### config.mk
export PLATFORM = sky130hd
export DESIGN_NAME = sumador_serial_ctrl
export DESIGN_NICKNAME = d
export VERILOG_FILES = /design/src/rtl/sumador_serial_ctrl.sv
export SDC_FILE = /design/constraint.sdc
export NUM_CORES = 1
export LEC_CHECK = 0
export CAP_MARGIN = 20
export CELL_PAD_IN_SITES_DETAIL_PLACEMENT = 1
export CELL_PAD_IN_SITES_GLOBAL_PLACEMENT = 1
export CORE_MARGIN = 2
export CORE_UTILIZATION = 38
export DETAILED_ROUTE_END_ITERATION = 16
export GPL_TIMING_DRIVEN = 0
export PLACE_DENSITY_LB_ADDON = 0.12
export SYNTH_ARGS = -nofsm -noshare
export SYNTH_HDL_FRONTEND = slang
export SYNTH_SLANG_ARGS = --single-unit
### constraint.sdc
create_clock -name clk -period 1.9 [get_ports clk]
set_input_delay 0.38 -clock clk [delete_from_list [all_inputs] [get_ports clk]]
set_output_delay 0.38 -clock clk [all_outputs]
set_load 0.02 [all_outputs]
### src/rtl/sumador_serial_ctrl.sv
// ============================================================================
// Module      : sumador_serial_ctrl
// Description : Serial adder sequencer that sums two WIDTH-bit operands one
//               2-bit digit per cycle, LSB first, behind a start/busy/done
//               handshake.
// Revision    : 1.0 - initial release
// ============================================================================
`default_nettype none

module sumador_serial_ctrl #(
    parameter int WIDTH = 8
) (
    input  logic             clk,
    input  logic             rst,
    input  logic             start,
    input  logic [WIDTH-1:0] a,
    input  logic [WIDTH-1:0] b,
    output logic             busy,
    output logic             done,
    output logic [WIDTH-1:0] sum,
    output logic             carry
);

    typedef enum logic [1:0] {
        S_IDLE = 2'd0,
        S_RUN  = 2'd1,
        S_DONE = 2'd2
    } state_t;

    localparam int c_DIGITS = WIDTH / 2;
    localparam int c_CNT_W  = (c_DIGITS > 1) ? $clog2(c_DIGITS) : 1;
    localparam logic [c_CNT_W-1:0] c_LAST_CNT = c_CNT_W'(c_DIGITS - 1);

    state_t             r_state_q, w_state_d;
    logic [WIDTH-1:0]   r_ra_q, w_ra_d;
    logic [WIDTH-1:0]   r_rb_q, w_rb_d;
    logic [WIDTH-1:0]   r_acc_q, w_acc_d;
    logic [WIDTH-1:0]   r_sum_q, w_sum_d;
    logic [c_CNT_W-1:0] r_cnt_q, w_cnt_d;
    logic               r_cy_q, w_cy_d;
    logic               r_carry_q, w_carry_d;
    logic               r_busy_q, w_busy_d;
    logic               r_done_q, w_done_d;

    logic [2:0]         w_digit;
    logic [WIDTH-1:0]   w_acc_shift;

    assign w_digit = {1'b0, r_ra_q[1:0]} + {1'b0, r_rb_q[1:0]} + {2'b00, r_cy_q};

    // New digits enter at the MSB end so the last digit lands in place.
    generate
        if (WIDTH == 2) begin : g_single_digit
            assign w_acc_shift = w_digit[1:0];
        end else begin : g_multi_digit
            assign w_acc_shift = {w_digit[1:0], r_acc_q[WIDTH-1:2]};
        end
    endgenerate

    always_comb begin
        w_state_d = r_state_q;
        w_ra_d    = r_ra_q;
        w_rb_d    = r_rb_q;
        w_acc_d   = r_acc_q;
        w_sum_d   = r_sum_q;
        w_cnt_d   = r_cnt_q;
        w_cy_d    = r_cy_q;
        w_carry_d = r_carry_q;

        case (r_state_q)
            S_IDLE: begin
                if (start) begin
                    w_ra_d    = a;
                    w_rb_d    = b;
                    w_acc_d   = '0;
                    w_cy_d    = 1'b0;
                    w_cnt_d   = '0;
                    w_state_d = S_RUN;
                end
            end
            S_RUN: begin
                w_acc_d = w_acc_shift;
                w_ra_d  = r_ra_q >> 2;
                w_rb_d  = r_rb_q >> 2;
                w_cy_d  = w_digit[2];
                w_cnt_d = r_cnt_q + 1'b1;
                if (r_cnt_q == c_LAST_CNT) begin
                    w_sum_d   = w_acc_shift;
                    w_carry_d = w_digit[2];
                    w_state_d = S_DONE;
                end
            end
            S_DONE: begin
                w_state_d = S_IDLE;
            end
            default: begin
                w_state_d = S_IDLE;
            end
        endcase

        // Handshake outputs are registered from the next state.
        w_busy_d = (w_state_d != S_IDLE);
        w_done_d = (w_state_d == S_DONE);
    end

    always_ff @(posedge clk) begin
        if (rst) begin
            r_state_q <= S_IDLE;
            r_ra_q    <= '0;
            r_rb_q    <= '0;
            r_acc_q   <= '0;
            r_sum_q   <= '0;
            r_cnt_q   <= '0;
            r_cy_q    <= 1'b0;
            r_carry_q <= 1'b0;
            r_busy_q  <= 1'b0;
            r_done_q  <= 1'b0;
        end else begin
            r_state_q <= w_state_d;
            r_ra_q    <= w_ra_d;
            r_rb_q    <= w_rb_d;
            r_acc_q   <= w_acc_d;
            r_sum_q   <= w_sum_d;
            r_cnt_q   <= w_cnt_d;
            r_cy_q    <= w_cy_d;
            r_carry_q <= w_carry_d;
            r_busy_q  <= w_busy_d;
            r_done_q  <= w_done_d;
        end
    end

    assign busy  = r_busy_q;
    assign done  = r_done_q;
    assign sum   = r_sum_q;
    assign carry = r_carry_q;

endmodule

`default_nettype wire

== Yosys cells after proc, flatten, opt, wreduce, memory -nomap -nowiden ==
Cells that the tools add are included.
Word-level totals
  register bits after elaboration: 40
  logic and storage cells: 35
  output and inout bits: 11
  input port bits: 19
Operators by class
  reductions and logical operators: 5
  muxes and demuxes: 13
  $add $sub $neg: 3
  equality and inequality tests: 4
Operator list (count)
  8-bit case mux with 2 select lines: 3
  8-bit two-way mux: 3
  2-bit case mux with 2 select lines: 2
  2-bit two-way mux: 3
  2-bit equality test (second input constant): 2
  2-bit AND reduction: 2
  2-bit nonzero test: 2
  2-bit by 2-bit adder with 3-bit output: 1
  3-bit by 1-bit adder with 3-bit output: 1
  2-bit by 1-bit adder with 2-bit output (second input constant): 1
  2-bit by 1-bit equality test with 1-bit output (second input constant): 1
  2-bit zero test: 1
  2-bit inequality test (second input constant): 1
  1-bit case mux with 2 select lines: 1
  1-bit two-way mux: 1

== Longest topological paths before layout ==
  depth in word-level cells: 4
  depth in mapped cells: 5
  mapped depth without buffers: 5

== Worst setup path after synthesis ==
No wires, ideal clock.
  path kind: flip-flop to flip-flop
  start point: register r_ra_q[0]
  end point: register r_acc_q[7]
  cell stages (with the launch flop): 6
  library setup time: 128 ps
  clock period less this slack: 1595 ps
  arrival time: 1467 ps
  buffers on the path: 0
  required time: 1772 ps
  setup slack: 305 ps
  cell sequence: dfxtp_1 -> inv_1 -> fa_1 -> fa_1 -> a2bb2oi_1 -> nor2_1
Between the ends
  cells in the longest elaborated chain, start to end: 3
RTL lines
  from (decl): RTL line 35  | logic [WIDTH-1:0] r_ra_q, w_ra_d;
  from (signal assigned): RTL line 119  | r_ra_q <= w_ra_d;
  2-bit by 2-bit adder with 3-bit output: RTL line 48  | assign w_digit = {1'b0, r_ra_q[1:0]} + {1'b0, r_rb_q[1:0]} + {2'b00, r_cy_q};
  3-bit by 1-bit adder with 3-bit output: RTL line 48
  8-bit case mux with 2 select lines: RTL line 69  | case (r_state_q)
  to (signal assigned): RTL line 121  | r_acc_q <= w_acc_d;
  to (decl): RTL line 37  | logic [WIDTH-1:0] r_acc_q, w_acc_d;
No other way between the ends.
A chain may end at the register's enable or synchronous reset.

== Final worst setup path ==
Ends and elaborated chain as after synthesis.

==> flow_summary.toml <==
[logic_synthesis]
netlist_instances = 155
yosysSeqAreaShare_pct = 49.96
netlist_area_mm2 = 0.001523
synth_nets = 177
synth-seq-cells = 38
synth_area_per_cell_um2 = 9.824
synth_cell_types = 27
yosys_warnings = 0

[clock_tree]
cts_tree = "built"
htreeDepth = 2
cts_root_buffer = "clkbuf_8"
clkTransAtPathRegs_ns = 0.08
clk_latency_ns = 0.29
ctsResizeCount = 0
cts_buffer_depth = 2
cts_buffers = 5
ctsHoldBuffers = 0
cts.sinks = 38
cts_setup_buffers = 0

[critical_path]
worstSetupEndpointType = "register"
cp.required_ns = 2.07
critPathLaunchType = "register"
arrival_ns = 1.86
crit_fanout = 2
critPathKind = "register to register"

[sta]
hold_viol_final = 0
whs_ns = 0.4062
fin_tns_setup_ns = 0
final.setup_skew_ns = 0.007801
worst_slew_pin_slew_ns = 0.5079
setup_viol = 0
slew_violations = 0
max_freq_mhz = 591.2
rsz0062_at_grt = "false"
slew_headroom_pct = 66.07
layout_min_cycle_time_ns = 1.691
final.period_utilization_pct = 89.02

[final_layout]
syn_to_final_growth_pct = 28.76
diodes = 0
final_nets = 212
multi_input_area_um2 = 668.1
final_util_pct = 50.10
final_cell_mix = "dfxtp_1 (38), nor2_1 (30), clkdlybuf4s50_1 (28), a211oi_1 (14), nand2_1 (12)"
num-fill-cells = 460
final_common_cell = "dfxtp_1"
drive_above_1_share_pct = 9.948
final_area_mm2 = 0.001961
regArea_um2 = 760.7

[floorplan]
initial_core_util_pct = 38.91
ioPinCount = 30
die_x_um = 67.30
die-area_mm2 = 0.004529
dieHeight_um = 67.30
rows = 23
core-area_mm2 = 0.003914

[power_and_ir_drop]
power.internal_mw = 1.228
power.leakage_nw = 0.7275
pwr_density_cell_mw_per_mm2 = 830.8
combinationalPowerShare_pct = 12.4
irDropWorstVdd_mv = 0.4080
seq_power_share_pct = 52.4
fin_total_pwr_mw = 1.629
clkPwrFrac_pct = 35.2
switchingPower_mw = 0.4006
switching_share_pct = 24.59

[global_route]
antenna_found_initial = 0
grt_pass1_wl_um = 5865
grt_max_degree = 13
grt_pass1_vias = 1250
grt_use_total_pct = 17.93
grt_overflow = 0

[detailed_routing]
wire_per_inst_um = 14.71
drt_iter0_markers = 23
vias_per_cell = 5.100
ant_nets = 0
drt-total-wl_um = 3545
num_vias = 1229
drt_pass1_iterations = 4
drc_errors = 0

[placement]
port_buffers = 28
placed_area_mm2 = 0.001866
hpwl_um = 2691
gp_congestion = 0.7519

[min_path]
hold_path.class = "input port to register"

[outcome]
outcome = "completed"

[flow_run]
drv_cap = 0
## routing by layer
layer  vias up  global-route usage, %  wire length, µm
met4         0                  8.418               74
met1       584                  19.07             1411
met3         7                  4.667              166
met2        29                  32.80             1893
met5         -                      0                0
li1        609                      -                -
## cell usage after synthesis
| cell type | number | area, µm² |
|---|---|---|
| nor2_1 | 30 | 112.6 |
| dfxtp_1 | 38 | 760.7 |
| buf_1 | 2 | 7.510 |
| buf_4 | 3 | 22.52 |
| nand2_1 | 12 | 45.04 |
| o21bai_2 | 1 | 11.26 |
| a211oi_1 | 14 | 105.1 |
| a2111oi_2 | 1 | 15.01 |
| nor4_1 | 1 | 6.260 |
| and3b_1 | 1 | 8.760 |
| nor4b_1 | 2 | 17.52 |
| a22oi_1 | 9 | 67.56 |
| inv_1 | 5 | 18.77 |
| nand2b_1 | 1 | 6.260 |
| buf_8 | 1 | 15.01 |
| mux2i_1 | 11 | 110.1 |
| a2bb2oi_1 | 3 | 26.28 |
| ha_1 | 1 | 12.51 |
| nand3b_1 | 1 | 7.510 |
| nor3b_1 | 3 | 22.52 |
| and2b_1 | 1 | 7.510 |
| a21oi_1 | 6 | 30.03 |
| buf_2 | 3 | 15.01 |
| buf_6 | 1 | 11.26 |
| o21ba_4 | 1 | 16.27 |
| fa_1 | 2 | 40.04 |
| clkbuf_1 | 1 | 3.750 |
## cells by family (layout without fill, tap and decap cells)
group,Yosys count,after routing,synth area share (%)
flops,38,38,49.96
fa+ha+maj,3,3,3.451
buf+inv,16,52,6.162
compound gates,35,35,17.83
simple gates,52,52,15.37
mux,11,11,7.231
## power groups by stage
stage / logic, mW / clock network, mW / registers (mW)
floorplan: 0.130 / 0 / 0.868
global route: 0.223 / 0.636 / 0.858
finish: 0.202 / 0.573 / 0.853
global placement: 0.196 / 0 / 0.870
detailed placement: 0.204 / 0 / 0.873
CTS: 0.205 / 0.599 / 0.854
## worst paths after layout
| path | startpoint | end | slack [ns] | cells after the start |
|---|---|---|---|---|
| max | r_ra_q[0] | r_acc_q[7] | 0.21 | 5 |
| min | rst | r_ra_q[0] | 0.41 | 2 |
| max reg2reg | r_ra_q[0] | r_acc_q[7] | 0.21 | 5 |
| min reg2reg | sum[2] | sum[2] | 0.46 | 2 |
## flip-flops by register name, indices dropped and copies added (netlist names)
name,count
r_cnt_q,2
done,1
sum,8
r_acc_q,6
r_rb_q,8
r_cy_q,1
carry,1
busy,1
r_ra_q,8
r_state_q,2
## metrics by stage
stage | setup WS [ns] | instances
finish | 0.2086 | 241
floorplan | 0.3052 | 155
detailed placement | 0.08022 | 233
global placement | 0.1517 | 233
CTS | 0.2072 | 241
global route | 0.09191 | 241
## critical path, cell delays in order, from the launching register on
cell and delay (ns):
dfxtp_1 0.31, inv_1 0.07, fa_1 0.45, fa_1 0.51
a2bb2oi_1 0.18, nor2_1 0.05
## layout make-up
cell class	count	area share, %
sequential	38	38.80
inverter	5	0.9572
tap	50	3.191
multi-input combinational	101	34.08
timing repair buffer	28	14.29
buffer	11	3.829
clock inverter	2	0.6382
clock buffer	6	4.212
Power figures use the tool's default switching activity.
